[src/rtl/jtag_reg_pkg.sv]
// Shared opcode and FSM state types for the JTAG register bank.
package jtag_reg_pkg;

  typedef enum logic [1:0] {
    OP_READ_LIVE = 2'b00,
    OP_WRITE     = 2'b01,
    OP_SNAPSHOT  = 2'b10,
    OP_READ_SNAP = 2'b11
  } cmdOp_t;

  typedef enum logic [1:0] {
    S_IDLE = 2'b00,
    S_EXEC = 2'b01,
    S_RESP = 2'b10
  } fsmState_t;

endpackage

[src/rtl/jtag_reg_slice.sv]
// One channel: user-visible output register with write strobe, plus snapshot shadow.
module jtag_reg_slice #(
  parameter int                WIDTH       = 32,
  parameter logic [WIDTH-1:0]  RESET_VALUE = '0
) (
  input  logic             clk,
  input  logic             reset,
  input  logic             wrEn,
  input  logic             snapEn,
  input  logic [WIDTH-1:0] wrData,
  input  logic [WIDTH-1:0] liveIn,
  output logic [WIDTH-1:0] dataOut,
  output logic [WIDTH-1:0] shadowOut,
  output logic             update
);

  // Strobe is registered alongside the data so it marks the first cycle of the new value.
  always_ff @(posedge clk) begin
    if (reset) begin
      dataOut   <= RESET_VALUE;
      shadowOut <= '0;
      update    <= 1'b0;
    end else begin
      update <= wrEn;
      if (wrEn)   dataOut   <= wrData;
      if (snapEn) shadowOut <= liveIn;
    end
  end

endmodule

[src/rtl/jtag_reg_bank.sv]
// Addressed register bank behind the JTAG deserialiser: read-live, write,
// coherent snapshot and read-snapshot commands with a valid/ready handshake.
module jtag_reg_bank
  import jtag_reg_pkg::*;
#(
  parameter int               WIDTH       = 32,
  parameter int               NUM_REGS    = 16,
  parameter logic [WIDTH-1:0] RESET_VALUE = '0,
  parameter int               ADDR_W      = 8
) (
  input  logic                      iMAIN_CLK,
  input  logic                      iRESET,
  input  logic                      iCMD_VALID,
  output logic                      oCMD_READY,
  input  logic [1:0]                iCMD_OP,
  input  logic [ADDR_W-1:0]         iCMD_ADDR,
  input  logic [WIDTH-1:0]          iCMD_WDATA,
  output logic                      oRSP_VALID,
  input  logic                      iRSP_READY,
  output logic [WIDTH-1:0]          oRSP_DATA,
  output logic                      oRSP_ERR,
  input  logic [NUM_REGS*WIDTH-1:0] iDATA,
  output logic [NUM_REGS*WIDTH-1:0] oDATA,
  output logic [NUM_REGS-1:0]       oUPDATE,
  output logic [1:0]                oSTATE
);

  fsmState_t           state;
  cmdOp_t              opReg;
  logic [ADDR_W-1:0]   addrReg;
  logic [WIDTH-1:0]    wdataReg;
  logic                inRange;
  logic                execWrite;
  logic                execSnap;
  logic [WIDTH-1:0]    liveWord;
  logic [WIDTH-1:0]    snapWord;
  logic [WIDTH-1:0]    shadow [NUM_REGS];
  logic [NUM_REGS-1:0] wrEn;

  // Handshakes: a command transfers on an edge where iCMD_VALID && oCMD_READY;
  // a response transfers on an edge where oRSP_VALID && iRSP_READY. Response
  // data and error stay stable while oRSP_VALID is high and not yet taken.
  assign oCMD_READY = (state == S_IDLE) && !iRESET;
  assign oSTATE     = state;

  // Zero-extended compare: addresses never wrap onto a real channel.
  assign inRange   = {1'b0, addrReg} < (ADDR_W+1)'(NUM_REGS);
  assign execWrite = (state == S_EXEC) && (opReg == OP_WRITE);
  assign execSnap  = (state == S_EXEC) && (opReg == OP_SNAPSHOT);

  always_comb begin
    liveWord = '0;
    snapWord = '0;
    for (int k = 0; k < NUM_REGS; k++) begin
      if (addrReg == ADDR_W'(k)) begin
        liveWord = iDATA[k*WIDTH +: WIDTH];
        snapWord = shadow[k];
      end
    end
  end

  for (genvar k = 0; k < NUM_REGS; k++) begin : gSlice
    assign wrEn[k] = execWrite && (addrReg == ADDR_W'(k));

    jtag_reg_slice #(
      .WIDTH       (WIDTH),
      .RESET_VALUE (RESET_VALUE)
    ) uSlice (
      .clk       (iMAIN_CLK),
      .reset     (iRESET),
      .wrEn      (wrEn[k]),
      .snapEn    (execSnap),
      .wrData    (wdataReg),
      .liveIn    (iDATA[k*WIDTH +: WIDTH]),
      .dataOut   (oDATA[k*WIDTH +: WIDTH]),
      .shadowOut (shadow[k]),
      .update    (oUPDATE[k])
    );
  end

  always_ff @(posedge iMAIN_CLK) begin
    if (iRESET) begin
      state      <= S_IDLE;
      opReg      <= OP_READ_LIVE;
      addrReg    <= '0;
      wdataReg   <= '0;
      oRSP_VALID <= 1'b0;
      oRSP_DATA  <= '0;
      oRSP_ERR   <= 1'b0;
    end else begin
      case (state)
        S_IDLE: begin
          if (iCMD_VALID) begin
            opReg    <= cmdOp_t'(iCMD_OP);
            addrReg  <= iCMD_ADDR;
            wdataReg <= iCMD_WDATA;
            state    <= S_EXEC;
          end
        end
        S_EXEC: begin
          oRSP_VALID <= 1'b1;
          state      <= S_RESP;
          case (opReg)
            OP_READ_LIVE: begin
              oRSP_DATA <= inRange ? liveWord : '0;
              oRSP_ERR  <= !inRange;
            end
            OP_WRITE: begin
              oRSP_DATA <= inRange ? wdataReg : '0;
              oRSP_ERR  <= !inRange;
            end
            OP_SNAPSHOT: begin
              oRSP_DATA <= '0;
              oRSP_ERR  <= 1'b0;
            end
            OP_READ_SNAP: begin
              oRSP_DATA <= inRange ? snapWord : '0;
              oRSP_ERR  <= !inRange;
            end
            default: begin
              oRSP_DATA <= '0;
              oRSP_ERR  <= 1'b0;
            end
          endcase
        end
        S_RESP: begin
          if (iRSP_READY) begin
            oRSP_VALID <= 1'b0;
            state      <= S_IDLE;
          end
        end
        default: state <= S_IDLE;
      endcase
    end
  end

endmodule
[config.mk]
export PLATFORM = sky130hd
export DESIGN_NAME = jtag_reg_bank
export DESIGN_NICKNAME = d
export VERILOG_FILES = /design/src/rtl/jtag_reg_pkg.sv /design/src/rtl/jtag_reg_slice.sv /design/src/rtl/jtag_reg_bank.sv
export SDC_FILE = /design/constraint.sdc
export NUM_CORES = 2
export LEC_CHECK = 0
export CAP_MARGIN = 20
export CORE_AREA = 2 2 441 443
export CTS_CLUSTER_SIZE = 30
export DETAILED_ROUTE_END_ITERATION = 7
export DIE_AREA = 0 0 443 445
export GPL_ROUTABILITY_DRIVEN = 0
export GPL_TIMING_DRIVEN = 1
export PLACE_DENSITY = 0.48
export SLEW_MARGIN = 20
export SYNTH_ARGS = -nofsm -noshare
export SYNTH_HDL_FRONTEND = slang
export SYNTH_SLANG_ARGS = --single-unit
[constraint.sdc]
create_clock -name iMAIN_CLK -period 6.1 [get_ports iMAIN_CLK]
set_clock_uncertainty 0.05 [all_clocks]
set_input_delay 0.915 -clock iMAIN_CLK [delete_from_list [all_inputs] [get_ports iMAIN_CLK]]
set_output_delay 0.915 -clock iMAIN_CLK [all_outputs]
set_load 0.005 [all_outputs]
==> impl_summary.md <==
Timing
The worst slew slack as a fraction of its limit is 0.08009. In the final timing run, aggregate negative setup slack is 0 ns. The worst path meets setup with 1.845 ns of slack. Setup repair after global routing left no endpoint under its margin.

The final count of negative-setup-slack endpoints is 0. The total count of hold-check failures in the final report was 0. The final critical-path required period is 4.255 ns. Timing would allow up to 235.0 MHz. At the pin with the least slew margin, the transition time is 1.380 ns. The part of the cycle the worst path needs is 0.6975. The count of final max-slew check failures is 0.

Setup path
The register-to-register path setup slack is 1.85 ns. Walking the worst path, the cells encountered are buf_12 > buf_12 > mux2i_1 > nand2_1 > a22oi_1 > a211oi_1 > o221ai_1 > a2111oi_1. The length in cells of the worst reg-to-reg path is 8. Counting both buffers and inverters, the worst setup path holds a total of 2.

The category of the worst setup path capture point is a register. The largest single stage delay on the critical path is 1.01 ns. Following the worst setup path forward leads to its endpoint at oRSP_DATA[1]. The critical path start-end classification is register to register. The largest fanout on the critical path is 114. The source of the critical timing path is addrReg[0].

The cell with the most instances on the worst path is buf_12. At the worst endpoint, the required time is 6.76 ns. The endpoint of the most critical register-to-register path is oRSP_DATA[1]. In this run the critical register-to-register path is launched from addrReg[0]. The worst endpoint data arrival time is 4.91 ns. Broken down by cell family, the worst path's largest delay share belongs to compound AO/OA/AOI/OAI gates. The critical path depth is 8. The slowest library cell on the worst path is a211oi_1.

The worst setup path is launched from a register.

Clocking
The clock net in this run drives a total of 1118 sinks. The number of levels the H-tree was split into is 4. The number of buffers between clock root and the deepest sink is 3. After clock tree synthesis, the clock-pin slew on the worst setup and hold paths is 0.06 ns. The tree is rooted in a clkbuf_16. Post-CTS repair changed the size of 0 cells. The number of setup buffers added after CTS is 0.

The later pin in the worst-skew pair is clocked with a latency of 0.81 ns. The total clock buffers created by CTS is 136. Buffers inserted to repair hold after CTS numbered 0. The clock tree from TritonCTS is yes.

Power and ir drop
Of the total power, the clock network draws 0.466. Of the total power, registers draw 0.424. The analysis attributes to cell leakage a power of 20.72 nW.

IR analysis of the VDD net gives a maximum drop of 0.0003087 V. For this design the total switching power over the nets is 4.955 mW. The fraction of power spent switching nets is 0.2787. In this run the power density over the cells is 270.2 nW/µm².

The power share of the combinational group is 0.110. The cell-internal power is 12.82 mW.

GRT
The number of antenna violations at the first check in global routing came to 101. The via count of the first global-routing pass is 47.75k. The residual overflow from global routing is 0. For met2 alone, demand over resource in global routing was 0.4428. The layer flagged by global routing as most heavily used is met2.

For this run, the total global-route usage over all layers was measured as 0.2935. The pin count of the biggest net entering global routing is 211. The met3 routing resource usage after global routing is 0.07629. The first global-routing pass estimated 407100 µm of wire.

The met1 usage in global routing is 0.3656.

Drt
Dividing the detail-routed via count by the number of cells gives 5.378. The count of unresolved DRC violations after routing is 0. Summing over every cut layer, the via total after detailed routing is 52.60k.

In the final routed layout, each cell accounts on average for 31.11 µm. The number of DRC markers after the initial detailed-route iteration is 6572. The routed design has 304300 µm of wire. The first detailed-routing pass ran for 7 iterations. The remaining antenna violation count after routing is 0.

Yosys
For this run, the leading register cell type out of synthesis is dfxtp_1. The number of different library cells used by synthesis comes to 75. The net count after synthesis is 6879. Of the synthesized area, sequential elements account for 0.4667. The cell area after technology mapping is 47950 µm². The number of flip-flops and latches in the synthesized netlist is 1118. The cell taking the most area after synthesis is dfxtp_1. The commonest cells after synthesis are 2272 x nand2_1, 1194 x a21oi_1, 1118 x dfxtp_1. The leading cell type by number of instances after synthesis is nand2_1. The total number of yosys warnings is 0. Of the post-synthesis cell area, the dominant cell type holds 0.4667. The proportion of synthesized flip-flops having asynchronous set or reset is 0. A synthesized cell averages 7.586 µm². Synthesis handed over a netlist of 6321 instances.

By area the synthesized netlist is led by dfxtp_1 47%, nand2_1 18%, a21oi_1 12%, clkbuf_1 3.5%, mux4_2 2.4%. Counting flops with a built-in enable in the synthesized netlist gives 0.

Placed design
The worst slack after detailed placement is 2.133 ns. In this run the tool buffered the top-level ports with 1122 buffer cells. The estimated wirelength of the detail-placed design is 222800 µm.

Floorplanning
The die outline area is 197100 µm². The count of pins on the block boundary is 1123. The initialized floorplan defines 161 standard-cell rows. The floorplan step set the die width to 443 µm. The floorplan step set the die height to 445 µm.

The core region is 192000 µm². The initial utilization of the core area, before any placement, comes to 0.2498.

Outcome
The run finished with clean final reports.

Finish
The area growth from synthesis to layout is 37.21%. The final net count is 7665. The proportion of layout cells with a drive suffix above 1 is 0.07380. The number of filler instances in the final layout is 20.47k.

Run
Across the run, the number of max-cap violations was 0.

Hold path
The path class of the tightest hold or removal check is register to register.
==> cells in the final DEF (no fill, tap or decap), types with 46 or more instances in the layout <==
cell type	count
a21oi_1	1194
mux2i_1	53
mux2_2	61
nor2_1	158
mux4_2	51
nand2_1	2267
dfxtp_1	1102
a22oi_1	65
clkbuf_16	140
o22ai_1	74
clkdlybuf4s50_1	1121
o21ai_0	159
buf_4	111
diode_2	46
==> layout make-up <==
class / instances / area, µm² / area share
inverters: 8 / 30.03 / 0.0004564
clock inverters: 35 / 424.2 / 0.006447
flip-flops and latches: 1118 / 22410 / 0.3405
well taps: 2526 / 3161 / 0.04804
diodes: 46 / 115.1 / 0.001750
repair buffers: 1250 / 12400 / 0.1885
clock buffers: 205 / 4038 / 0.06137
multi-input cells: 4593 / 23220 / 0.3529
==> power by group through the flow <==
stage | Clock [mW] | Combinational (mW) | Sequential, mW
final | 8.28 | 1.96 | 7.53
after global routing | 8.67 | 2.00 | 7.53
after CTS | 8.39 | 1.90 | 7.52
after detailed placement | 0 | 1.89 | 7.68
after global placement | 0 | 1.90 | 7.68
after floorplan | 0 | 0.787 | 7.57
==> flip-flops by register name, summed over array words and instances (netlist names) <==
register                 count
gSlice.uSlice.shadowOut    512
oRSP_VALID                   1
oSTATE                       2
oRSP_ERR                     1
addrReg                      8
gSlice.uSlice.update        16
oRSP_DATA                   32
gSlice.uSlice.dataOut      512
wdataReg                    32
opReg                        2
==> worst register-to-register path: stages, from the launching register on <==
cell	delay, ns
dfxtp_4	0.66
buf_12	0.45
buf_12	0.48
mux2i_1	0.58
nand2_1	0.11
a22oi_1	0.08
a211oi_1	1.01
o221ai_1	0.31
a2111oi_1	0.43
==> through the flow <==
step                      power (mW)  area [µm²]  utilization  hold WS, ns  std cells
after floorplan                8.356       47950            -       0.3815       6321
after global placement         9.578       61190       0.3187       0.3880       9493
after detailed placement       9.579       61220       0.3189       0.3931       9495
after CTS                      17.82       65680       0.3421       0.4014       9735
after global routing           18.20       65770       0.3426       0.4144       9772
final                          17.78       65800       0.3427       0.4004       9781
==> logic make-up (layout without fill, tap and decap cells) <==
| kind of cell | after synthesis | after routing | synth area share |
|---|---|---|---|
| AND/OR/NAND/NOR | 2626 | 2626 | 0.2157 |
| AO/OA/AOI/OAI | 1802 | 1802 | 0.2148 |
| flip-flops | 1118 | 1118 | 0.4667 |
| buffers and inverters | 610 | 1498 | 0.05339 |
| multiplexers | 165 | 165 | 0.04934 |
| other | 0 | 46 | 0 |
==> worst min path at each step <==
stage          cells past startpoint                              end                       startpoint  slack, ns
2_1_floorplan                      2  gSlice[11].uSlice.shadowOut[28]  gSlice[11].uSlice.shadowOut[28]       0.38
3_3_place_gp                       2   gSlice[7].uSlice.shadowOut[26]   gSlice[7].uSlice.shadowOut[26]       0.39
3_5_place_dp                       2    gSlice[9].uSlice.shadowOut[0]    gSlice[9].uSlice.shadowOut[0]       0.39
4_1_cts                            2  gSlice[11].uSlice.shadowOut[12]  gSlice[11].uSlice.shadowOut[12]       0.40
5_1_grt                            2  gSlice[11].uSlice.shadowOut[12]  gSlice[11].uSlice.shadowOut[12]       0.41
6_report                           2   gSlice[8].uSlice.shadowOut[17]   gSlice[8].uSlice.shadowOut[17]       0.40
==> routing by layer <==
metal  vias to the layer above  part of all wire  wire, µm
met5                         -           0.00080       244
met2                      3190              0.44    132900
li1                      23080                 -         -
met4                        42             0.078     23610
met3                       742             0.092     28020
met1                     25550              0.39    119500
Power figures use the tool's default switching activity.
